## config.mk

```make
export PLATFORM = sky130hd
export DESIGN_NAME = riscv32_core
export DESIGN_NICKNAME = d
export VERILOG_FILES = /design/src/rtl/riscv32_core_pkg.sv /design/src/rtl/riscv32_core_alu.sv /design/src/rtl/riscv32_core.sv
export SDC_FILE = /design/constraint.sdc
export NUM_CORES = 1
export LEC_CHECK = 0
export BUFFER_PORTS_ARGS = -buffer_cell sky130_fd_sc_hd__buf_2
export CAP_MARGIN = 15
export CORE_ASPECT_RATIO = 1.4
export CORE_MARGIN = 3
export CORE_UTILIZATION = 37
export CTS_CLUSTER_DIAMETER = 150
export DETAILED_ROUTE_END_ITERATION = 12
export HOLD_SLACK_MARGIN = 0.05
export PLACE_DENSITY = 0.55
export SLEW_MARGIN = 20
export SYNTH_ARGS = -nofsm -noshare
export SYNTH_HDL_FRONTEND = slang
export SYNTH_SLANG_ARGS = --single-unit
```

## constraint.sdc

```tcl
create_clock -name clk -period 14.3 [get_ports clk]
set_input_delay 1.43 -clock clk [delete_from_list [all_inputs] [get_ports clk]]
set_output_delay 1.43 -clock clk [all_outputs]
set_load 0.01 [all_outputs]
```

## src/rtl/riscv32_core_pkg.sv

```systemverilog
// Shared definitions for the multi-cycle RV32I core: opcodes, funct3 codes,
// sequencer states, ALU operations and data-memory control encodings.
package riscv32_core_pkg;

    // Major opcodes (instruction bits [6:0])
    localparam logic [6:0] OPC_LUI    = 7'b0110111;
    localparam logic [6:0] OPC_AUIPC  = 7'b0010111;
    localparam logic [6:0] OPC_JAL    = 7'b1101111;
    localparam logic [6:0] OPC_JALR   = 7'b1100111;
    localparam logic [6:0] OPC_BRANCH = 7'b1100011;
    localparam logic [6:0] OPC_LOAD   = 7'b0000011;
    localparam logic [6:0] OPC_STORE  = 7'b0100011;
    localparam logic [6:0] OPC_OP_IMM = 7'b0010011;
    localparam logic [6:0] OPC_OP     = 7'b0110011;

    // Branch funct3
    localparam logic [2:0] F3_BEQ  = 3'b000;
    localparam logic [2:0] F3_BNE  = 3'b001;
    localparam logic [2:0] F3_BLT  = 3'b100;
    localparam logic [2:0] F3_BGE  = 3'b101;
    localparam logic [2:0] F3_BLTU = 3'b110;
    localparam logic [2:0] F3_BGEU = 3'b111;

    // Arithmetic funct3 (shared by OP and OP-IMM)
    localparam logic [2:0] F3_ADD  = 3'b000;
    localparam logic [2:0] F3_SLL  = 3'b001;
    localparam logic [2:0] F3_SLT  = 3'b010;
    localparam logic [2:0] F3_SLTU = 3'b011;
    localparam logic [2:0] F3_XOR  = 3'b100;
    localparam logic [2:0] F3_SR   = 3'b101;
    localparam logic [2:0] F3_OR   = 3'b110;
    localparam logic [2:0] F3_AND  = 3'b111;

    // Data-memory control: bit 1 = read, bit 0 = write
    localparam logic [1:0] MEM_IDLE  = 2'b00;
    localparam logic [1:0] MEM_READ  = 2'b10;
    localparam logic [1:0] MEM_WRITE = 2'b01;

    typedef enum logic [2:0] {
        ST_FETCH   = 3'd0,
        ST_DECODE  = 3'd1,
        ST_EXECUTE = 3'd2,
        ST_MEM     = 3'd3,
        ST_WB      = 3'd4
    } state_e;

    typedef enum logic [3:0] {
        ALU_ADD, ALU_SUB, ALU_SLL, ALU_SLT, ALU_SLTU,
        ALU_XOR, ALU_SRL, ALU_SRA, ALU_OR, ALU_AND
    } alu_op_e;

    // Map funct3 plus the "alternate" bit (instr[30]) onto an ALU operation.
    function automatic alu_op_e alu_op_from_funct(input logic [2:0] f3, input logic alt);
        alu_op_e op;
        case (f3)
            F3_ADD:  op = alt ? ALU_SUB : ALU_ADD;
            F3_SLL:  op = ALU_SLL;
            F3_SLT:  op = ALU_SLT;
            F3_SLTU: op = ALU_SLTU;
            F3_XOR:  op = ALU_XOR;
            F3_SR:   op = alt ? ALU_SRA : ALU_SRL;
            F3_OR:   op = ALU_OR;
            default: op = ALU_AND;
        endcase
        return op;
    endfunction

endpackage

```

## src/rtl/riscv32_core_alu.sv

```systemverilog
// Combinational ALU: arithmetic/logic result plus the three compare flags
// used by the branch unit (equal, signed less-than, unsigned less-than).
module riscv32_alu
    import riscv32_core_pkg::*;
(
    input  logic [31:0] op_a_i,
    input  logic [31:0] op_b_i,
    input  alu_op_e     alu_op_i,
    output logic [31:0] result_o,
    output logic        eq_o,
    output logic        lt_o,
    output logic        ltu_o
);

    // Compare flags are always computed on the raw operands
    always_comb begin
        eq_o  = (op_a_i == op_b_i);
        lt_o  = ($signed(op_a_i) < $signed(op_b_i));
        ltu_o = (op_a_i < op_b_i);
    end

    // Operation select; shifts use only the low five bits of operand B
    always_comb begin
        result_o = 32'd0;
        case (alu_op_i)
            ALU_ADD:  result_o = op_a_i + op_b_i;
            ALU_SUB:  result_o = op_a_i - op_b_i;
            ALU_SLL:  result_o = op_a_i << op_b_i[4:0];
            ALU_SLT:  result_o = {31'd0, lt_o};
            ALU_SLTU: result_o = {31'd0, ltu_o};
            ALU_XOR:  result_o = op_a_i ^ op_b_i;
            ALU_SRL:  result_o = op_a_i >> op_b_i[4:0];
            ALU_SRA:  result_o = $unsigned($signed(op_a_i) >>> op_b_i[4:0]);
            ALU_OR:   result_o = op_a_i | op_b_i;
            ALU_AND:  result_o = op_a_i & op_b_i;
            default:  result_o = 32'd0;
        endcase
    end

endmodule

```

## src/rtl/riscv32_core.sv

```systemverilog
// Multi-cycle RV32I core. Every instruction walks FETCH, DECODE, EXECUTE,
// MEM, WB (CPI = 5). Register file, instruction and data memory are external
// and word-indexed; all external reads are assumed to settle in one cycle.
// Strobes (write_ctrl_input, mem_ctrl_input) are only ever high in their own
// state; address/data buses always show their derived values.
module riscv32_core
    import riscv32_core_pkg::*;
#(
    parameter logic [31:0] RESET_PC = 32'h0000_0000,
    parameter logic [31:0] REG_BASE = 32'd0
) (
    input  logic        clk,
    input  logic        reset_n,
    input  logic [31:0] ins_data,
    input  logic [31:0] load_pc_reg_value1,
    input  logic [31:0] load_pc_reg_value2,
    input  logic [31:0] read_data,
    output logic        write_ctrl_input,
    output logic [1:0]  mem_ctrl_input,
    output logic [31:0] ins_addr,
    output logic [31:0] load_pc_reg_addr1,
    output logic [31:0] load_pc_reg_addr2,
    output logic [31:0] write_pc_reg_value,
    output logic [31:0] write_pc_reg_addr,
    output logic [31:0] address,
    output logic [31:0] w_data,
    output state_e      dbg_state
);

    state_e      state_q, state_d;
    logic [31:0] pc_q, pc_d;
    logic [31:0] ir_q, ir_d;
    logic [31:0] a_q, a_d;
    logic [31:0] b_q, b_d;
    logic [31:0] alu_q, alu_d;
    logic [31:0] mdr_q, mdr_d;
    logic        taken_q, taken_d;

    // Instruction fields and immediates decoded from IR
    logic [6:0]  opcode;
    logic [4:0]  rd, rs1, rs2;
    logic [2:0]  funct3;
    logic [31:0] imm_i, imm_s, imm_b, imm_u, imm_j;

    assign opcode = ir_q[6:0];
    assign rd     = ir_q[11:7];
    assign funct3 = ir_q[14:12];
    assign rs1    = ir_q[19:15];
    assign rs2    = ir_q[24:20];
    assign imm_i  = {{20{ir_q[31]}}, ir_q[31:20]};
    assign imm_s  = {{20{ir_q[31]}}, ir_q[31:25], ir_q[11:7]};
    assign imm_b  = {{19{ir_q[31]}}, ir_q[31], ir_q[7], ir_q[30:25], ir_q[11:8], 1'b0};
    assign imm_u  = {ir_q[31:12], 12'd0};
    assign imm_j  = {{11{ir_q[31]}}, ir_q[31], ir_q[19:12], ir_q[20], ir_q[30:21], 1'b0};

    logic [31:0] alu_a, alu_b, alu_res;
    alu_op_e     alu_op;
    logic        alu_eq, alu_lt, alu_ltu;
    logic        branch_cond;
    logic        writes_rd;
    logic        is_load, is_store;
    logic [31:0] pc_plus4, next_pc, wb_value;

    assign pc_plus4 = pc_q + 32'd4;
    assign is_load  = (opcode == OPC_LOAD);
    assign is_store = (opcode == OPC_STORE);

    riscv32_alu u_alu (
        .op_a_i   (alu_a),
        .op_b_i   (alu_b),
        .alu_op_i (alu_op),
        .result_o (alu_res),
        .eq_o     (alu_eq),
        .lt_o     (alu_lt),
        .ltu_o    (alu_ltu)
    );

    // Sequencer state and datapath registers
    always_ff @(posedge clk or negedge reset_n) begin
        if (!reset_n) begin
            state_q <= ST_FETCH;
            pc_q    <= RESET_PC;
            ir_q    <= 32'd0;
            a_q     <= 32'd0;
            b_q     <= 32'd0;
            alu_q   <= 32'd0;
            mdr_q   <= 32'd0;
            taken_q <= 1'b0;
        end else begin
            state_q <= state_d;
            pc_q    <= pc_d;
            ir_q    <= ir_d;
            a_q     <= a_d;
            b_q     <= b_d;
            alu_q   <= alu_d;
            mdr_q   <= mdr_d;
            taken_q <= taken_d;
        end
    end

    // Fixed five-step sequence; each state loads only its own register(s)
    always_comb begin
        state_d = state_q;
        pc_d    = pc_q;
        ir_d    = ir_q;
        a_d     = a_q;
        b_d     = b_q;
        alu_d   = alu_q;
        mdr_d   = mdr_q;
        taken_d = taken_q;
        case (state_q)
            ST_FETCH: begin
                ir_d    = ins_data;
                state_d = ST_DECODE;
            end
            ST_DECODE: begin
                // x0 reads as zero whatever the external array holds
                a_d     = (rs1 == 5'd0) ? 32'd0 : load_pc_reg_value1;
                b_d     = (rs2 == 5'd0) ? 32'd0 : load_pc_reg_value2;
                state_d = ST_EXECUTE;
            end
            ST_EXECUTE: begin
                alu_d   = alu_res;
                taken_d = branch_cond;
                state_d = ST_MEM;
            end
            ST_MEM: begin
                if (is_load) mdr_d = read_data;
                state_d = ST_WB;
            end
            ST_WB: begin
                pc_d    = next_pc;
                state_d = ST_FETCH;
            end
            default: state_d = ST_FETCH;
        endcase
    end

    // ALU operand and operation selection by opcode
    always_comb begin
        alu_a  = a_q;
        alu_b  = imm_i;
        alu_op = ALU_ADD;
        case (opcode)
            OPC_LUI:    begin alu_a = 32'd0; alu_b = imm_u; end
            OPC_AUIPC:  begin alu_a = pc_q;  alu_b = imm_u; end
            OPC_JALR:   alu_b = imm_i;
            OPC_LOAD:   alu_b = imm_i;
            OPC_STORE:  alu_b = imm_s;
            OPC_BRANCH: alu_b = b_q;
            OPC_OP_IMM: alu_op = alu_op_from_funct(funct3, (funct3 == F3_SR) && ir_q[30]);
            OPC_OP: begin
                alu_b  = b_q;
                alu_op = alu_op_from_funct(funct3, ir_q[30]);
            end
            default: begin alu_a = 32'd0; alu_b = 32'd0; end
        endcase
    end

    // Branch condition from the ALU compare flags
    always_comb begin
        branch_cond = 1'b0;
        case (funct3)
            F3_BEQ:  branch_cond = alu_eq;
            F3_BNE:  branch_cond = !alu_eq;
            F3_BLT:  branch_cond = alu_lt;
            F3_BGE:  branch_cond = !alu_lt;
            F3_BLTU: branch_cond = alu_ltu;
            F3_BGEU: branch_cond = !alu_ltu;
            default: branch_cond = 1'b0;
        endcase
    end

    // Writeback value, destination-write qualifier and next pc
    always_comb begin
        writes_rd = 1'b0;
        wb_value  = alu_q;
        next_pc   = pc_plus4;
        case (opcode)
            OPC_LUI, OPC_AUIPC, OPC_OP_IMM, OPC_OP: writes_rd = 1'b1;
            OPC_LOAD: begin
                writes_rd = 1'b1;
                wb_value  = mdr_q;
            end
            OPC_JAL: begin
                writes_rd = 1'b1;
                wb_value  = pc_plus4;
                next_pc   = pc_q + imm_j;
            end
            OPC_JALR: begin
                writes_rd = 1'b1;
                wb_value  = pc_plus4;
                next_pc   = {alu_q[31:1], 1'b0};
            end
            OPC_BRANCH: next_pc = taken_q ? (pc_q + imm_b) : pc_plus4;
            default: ;
        endcase
    end

    // External buses and state-qualified strobes
    always_comb begin
        ins_addr           = {2'b00, pc_q[31:2]};
        load_pc_reg_addr1  = REG_BASE + {27'd0, rs1};
        load_pc_reg_addr2  = REG_BASE + {27'd0, rs2};
        write_pc_reg_addr  = REG_BASE + {27'd0, rd};
        write_pc_reg_value = wb_value;
        address            = {2'b00, alu_q[31:2]};
        w_data             = b_q;
        mem_ctrl_input     = MEM_IDLE;
        if (state_q == ST_MEM && is_load)  mem_ctrl_input = MEM_READ;
        if (state_q == ST_MEM && is_store) mem_ctrl_input = MEM_WRITE;
        write_ctrl_input   = (state_q == ST_WB) && writes_rd && (rd != 5'd0);
        dbg_state          = state_q;
    end

endmodule

```

=== After elaboration in Yosys (flattened, before gate mapping) ===
Index checks and enable logic that the tools add are counted.
Widths: inputs -> output; s select.

* Output and inout bits: 230
* Flip-flop bits (word level): 196
* Bits of input ports: 130

* Add/subtract/negate cells: 5
* Shifts and indexed selects: 3
* Order comparisons: 2
* Equal/unequal tests: 30
* Bitwise logic cells: 3
* Reductions and logical operators: 21
* Mux-type cells: 20

{| class="wikitable"
|+ Operators by type and width
! operator !! count
|-
| $pmux 32 s10 || 1
|-
| $pmux 32 s2 || 2
|-
| $pmux 32 s4 || 1
|-
| $add 32x32->32 || 3
|-
| $mux 32 || 3
|-
| $pmux 32 s3 || 1
|-
| $lt 32x32->1 || 2
|-
| $pmux 4 s7 || 2
|-
| $add 32x3->32 const B || 1
|-
| $and 32x32->32 || 1
|-
| $eq 32x32->1 || 1
|-
| $or 32x32->32 || 1
|-
| $shl 32x5->32 || 1
|-
| $shr 32x5->32 || 1
|-
| $sshr 32x5->32 || 1
|-
| $sub 32x32->32 || 1
|-
| $xor 32x32->32 || 1
|-
| $eq 7x6->1 const B || 3
|-
| $eq 7x7->1 const B || 3
|-
| $eq 4x3->1 const B || 4
|-
| $eq 3x3->1 const B || 5
|-
| $eq 7x5->1 const B || 2
|-
| $eq 3x2->1 const B || 4
|-
| $pmux 3 s4 || 1
|-
| 20 further kinds || 38
|}

=== Depth between registers and ports, before layout ===
* Word-level depth: 7
* Depth in mapped cells: 23
* Gate-level depth less buffers: 17

=== By module ===
A second synthesis with hierarchy kept.

* Cell total of the unflattened synthesis: 2798
* Area, all modules: 22135.0 um2

{| class="wikitable"
|+ Modules (own cells, without submodules)
! module !! area each (um2) !! cells each !! instances
|-
| riscv32_core || 13761.9 || 1532 || 1
|-
| riscv32_alu || 8373.0 || 1266 || 1
|}

=== Least setup slack after synthesis ===
No wires, ideal clock.

* Kind: register -> register
* From: reg ir_q[3]
* To: reg alu_q[28]
* Path buffers: 4
* Required time: 14.179 ns
* Setup time: 0.121 ns
* Arrival time: 4.515 ns
* Setup slack: 9.664 ns
* Stages on the path, launching flop included: 21
* Clock period less this slack: 4.636 ns
* Path through: dfrtp_1 nand4bb_1 o32ai_4 a22o_1 buf_2 buf_4 buf_2 buf_2 ha_1 inv_1 fa_1 nor3b_1 o31ai_2 o211ai_1 nor4_1 nor2_1 a21oi_1 o41ai_1 a2bb2oi_1 a31oi_1 o22a_1

* Longest elaborated chain between the ends: 5
* Elaborated cells on any way between the ends: 34
* Those cells by class: 2 x add/sub; 17 x eq/ne; 3 x shift; 4 x mux; 3 x bitwise; 5 x reduce/logical

{| class="wikitable"
|+ RTL lines
! what !! line !! RTL
|-
| start: declaration || riscv32_core.sv:32 || <nowiki>logic [31:0] ir_q, ir_d;</nowiki>
|-
| start signal: assignment || riscv32_core.sv:92 || <nowiki>ir_q <= ir_d;</nowiki>
|-
| $eq 7x2->1, or another cell as far along || riscv32_core.sv:144 || <nowiki>case (opcode)</nowiki>
|-
| $reduce_or 6->1 (no line), or another cell as far along || -- ||
|-
| $pmux 32 s2 or $pmux 32 s4 (tied branches) || riscv32_core.sv:144 ||
|-
| $sub 32x32->32, or another cell as far along || riscv32_core_alu.sv:27 || <nowiki>ALU_SUB: result_o = op_a_i - op_b_i;</nowiki>
|-
| $pmux 32 s10 (*) || riscv32_core_alu.sv:25 || <nowiki>case (alu_op_i)</nowiki>
|-
| end signal: assignment || riscv32_core.sv:95 || <nowiki>alu_q <= alu_d;</nowiki>
|-
| end: declaration || riscv32_core.sv:35 || <nowiki>logic [31:0] alu_q, alu_d;</nowiki>
|}

Every way passes the cells marked *; elsewhere a longest branch is shown, timed or not.
A chain may end at the register's enable or synchronous reset.

=== Final worst setup path ===
* From: reg ir_q[6]
* To: reg alu_q[28]

Same word-level chain as after synthesis.

==> run summary <==
The run finished with clean final reports. The analysis attributes to cell leakage a power of 0.0114 µW. The final core area utilization is 0.406. The master of the slowest instance on the critical path is and3_1. After filler insertion, the fill cell instance count of the layout stands at 6192. The initial standard-cell utilization of the core is 0.375, and the quantity of gates resized following cts is 0.

In this run the tool buffered the top-level ports with 274 buffer cells. The tools report the floorplan row count as 106. The number of flops mapped to enable cells by yosys is 0, and the buffers inserted during post-CTS setup optimization is 0.

The run gives 23100 as the number of global-route vias before repair. The tools report the cell count after synthesis as 2778. Main flop type after synthesis: dfrtp_1. The first-pass GRT wire length is 174000 µm, and the depth of the worst register-to-register path is 15. The area growth from synthesis to layout is 8.32%. After detailed routing, the number of remaining DRC violations is 0. The core region is 59800 µm². The setup slack at placement came out at 8430 ps.

The critical path goes through xor2_1, and3_1, a221o_2, inv_6, fa_1, nor3b_1, o31ai_2, o211ai_1, nor4_1, nor2_1, a21oi_1, o41ai_1, a2bb2oi_1, a31oi_1, o22a_1. The logs give 0.218 for the sequential fraction of the synthesis area and 5 for the initial antenna violation count. The worst endpoint data arrival time was 6380 ps. For the pin with the worst max-slew slack, the measured transition is 1130 ps. After clock tree synthesis, the clock-pin slew on the worst setup and hold paths is 90 ps. The tools report the maximum clock frequency as 0.167 GHz. For this block, the initial DRC count from the detailed router was 2702. The clock passes through at most 2 buffers. The maximum number of pins on one net before global-route repair was 76.

The depth of the worst hold-timing path is 1, and the post-route clock period utilization is 0.418. The routed design uses 8090 µm of met3 wire. Setup repair after global routing left no endpoint under its margin. The clock arrives with 16.6 ps of skew. Detailed routing placed a total of 59400 µm of wire on met2. The tools report the combined global-route utilization of all metal layers as 0.376.

The async set-or-reset flop fraction in the synthesized netlist was 1.00; the final count of pins violating max slew was 0. The latest clock arrival within the worst-skew pair came out at 520 ps. The final period demand of the worst path came out at 5970 ps. The total number of clock tree sinks was 195. The I/O pin total is 360, and the max-cap violation count is 0. The final wirelength is 124000 µm. The routability congestion estimate came out at 1.03.

The logs give 0.244 for the relative max-transition margin and 6 for the length of the first detailed-routing pass in iterations. The H-tree generated during clock tree synthesis spans 4 levels. The biggest cell delay along the critical path works out to 800 ps. The worst register-to-register path begins at ir_q[6]$_DFFE_PN0P_. The die covers 63600 µm².

In this run the worst setup path terminates at alu_q[28]$_DFFE_PN0N_. The floorplan step set the die width to 214 µm. For this design, the CTS-stage hold fixing added 0 buffers. Number of buffers added by the clock tree synthesis step: 17. The Yosys step of the flow raised 0 warnings.

The length of routed wiring on met1 is 43500 µm, and the layout cell share with drive strength beyond 1 is 0.187. The average wire per cell in the routed design is 33.5 µm. The tree is rooted in a clkbuf_16. The worst-case IR drop observed on VDD is 0.0547 mV. In this run the top signal layer used is met5. In this run the worst setup path begins at ir_q[6]$_DFFE_PN0P_. Data on the critical path is required at its endpoint by 14710 ps. The net count of the finished layout was 3151; the mean instance size in the synthesized netlist was 8.07 µm². Setup slack on the critical path of the routed design comes to 8330 ps. The final route contains 23900 vias. The routed via count divided by cell count is 6.45. Setup violations remaining at the end of the flow were counted as 0. The distinct cell type count after synthesis was 98; the setup slack of the most critical reg-to-reg path was 8330 ps. The detail route stage leaves a number of antenna-violating nets equal to 0. By startpoint and endpoint, the worst setup path is classified as flip-flop to flip-flop. The total power divided by cell area came out at 77.5 nW/µm².

The worst setup path is launched from a flip-flop. The area of the mapped netlist was 22400 µm²; the worst path buffer plus inverter count was 1. The HPWL after detailed placement was 96900 µm. STA classifies the critical path endpoint as a flip-flop. The floorplan step set the die height to 297 µm. Synthesis inferred 195 register bits.

The worst register-to-register path ends at alu_q[28]$_DFFE_PN0N_. The cell count along the critical path is 15. In this run the worst path has a maximum fanout of 75.

TritonCTS built the clock tree. For the final routed database, the setup TNS stands at 0 ps. Broken down by cell family, the worst path's largest delay share belongs to compound AO/OA/AOI/OAI gates. The worst hold-check path type was flip-flop to flip-flop.

The total overflow left after global routing is 0. The number of hold-slack violations in the final timing report is 0.
==> area by class of cell <==
class,instances,area [µm²],area share
Multi-Input combinational cell,2219,15500,0.639
Sequential cell,195,4880,0.201
Timing Repair Buffer,330,1820,0.0750
Tap cell,810,1010,0.0417
Inverter,111,433,0.0178
Clock buffer,17,425,0.0175
Clock inverter,15,181,0.00747
Antenna cell,4,10.0,0.000412
==> state kept, by name, summed over array words and instances, names as in the netlist <==
name / cells
a_q: 32
alu_q: 32
dbg_state: 3
ir_q: 32
mdr_q: 32
pc_q: 31
taken_q: 1
w_data: 32
==> power breakdown <==
| group | total [µW] | internal (µW) | switching (µW) |
|---|---|---|---|
| combinational | 649 | 241 | 408 |
| sequential | 697 | 588 | 109 |
| clock | 535 | 252 | 283 |
| total | 1880 | 1080 | 800 |
==> worst reg2reg max path, stage by stage, from the launching register on <==
cell       delay [ps]
dfrtp_1           760
xor2_1            190
and3_1            800
a221o_2           460
inv_6             260
fa_1              530
nor3b_1           480
o31ai_2           180
o211ai_1          400
nor4_1            130
nor2_1            300
a21oi_1           180
o41ai_1           670
a2bb2oi_1         220
a31oi_1           100
o22a_1            200
==> per-layer routing <==
metal,global-route usage,vias to the layer above
met3,0.0620,385
met5,0,-
li1,-,10300
met4,0.319,4
met1,0.409,11900
met2,0.639,1275
==> metrics by stage <==
stage	cell area (µm²)	hold WS [ps]	cells	power, µW
floorplan	22700	473	2862	1090
global placement	23600	492	3664	1330
detailed placement	23600	493	3664	1340
CTS	24200	514	3696	1870
global route	24300	524	3700	1960
finish	24300	513	3701	1880
==> layout by cell type (no fill, tap or decap), types with 18 or more instances in the layout <==
cell type,n
o21bai_1,27
mux2i_1,126
a21oi_1,213
nor2_1,230
and3_1,25
nand3_1,55
xnor2_1,44
conb_1,85
o221ai_1,30
nand4_1,21
dfrtp_1,195
buf_4,55
mux2_2,82
buf_2,273
a21o_1,46
a211oi_1,37
xor2_1,33
o22ai_1,18
nor3_1,46
ha_1,143
a221oi_1,53
a31oi_1,33
nand2_1,229
a22o_1,77
a221o_1,19
o21ai_0,157
a22oi_1,45
inv_1,87
o211ai_1,48
==> logic make-up after synthesis <==
group,after synthesis,share of synthesized area
muxes,214,0.103
buffers and inverters,448,0.107
adders and majority gates,147,0.0834
xor gates and xnor gates,77,0.0301
other,1,0.000167
and+or+nand+nor,724,0.148
DFF,195,0.218
AOI/OAI and AO/OA,972,0.311
==> worst min path at each step <==
stage,from,end,slack (ps)
2_1_floorplan,a_q[0]$_DFFE_PN0P_,a_q[0]$_DFFE_PN0P_,470
3_3_place_gp,mdr_q[19]$_DFFE_PN0P_,mdr_q[19]$_DFFE_PN0P_,490
3_5_place_dp,a_q[17]$_DFFE_PN0P_,a_q[17]$_DFFE_PN0P_,490
4_1_cts,mdr_q[17]$_DFFE_PN0P_,mdr_q[17]$_DFFE_PN0P_,510
5_1_grt,a_q[17]$_DFFE_PN0P_,a_q[17]$_DFFE_PN0P_,520
6_report,mdr_q[22]$_DFFE_PN0P_,mdr_q[22]$_DFFE_PN0P_,510
==> synth_stat cells (all sizes together) (27+ instances only) <==
master  number  area, µm²
o21ai      170        855
o21bai      27        203
a21oi      218       1100
xnor2       44        385
xor2        33        289
buf        202       1460
dfrtp      195       4880
nor3        50        250
a22o        91        896
mux2i      129       1320
nand3       55        275
clkbuf     135        507
o211ai      48        360
ha         143       1790
o221ai      30        263
a22oi       55        502
inv        108        418
nand2      230        863
nor2       234        878
a21o        46        345
a221oi      57        524
a31oi       33        206
a211oi      38        290
mux2        83        938
(Power assumes the default switching activity.)
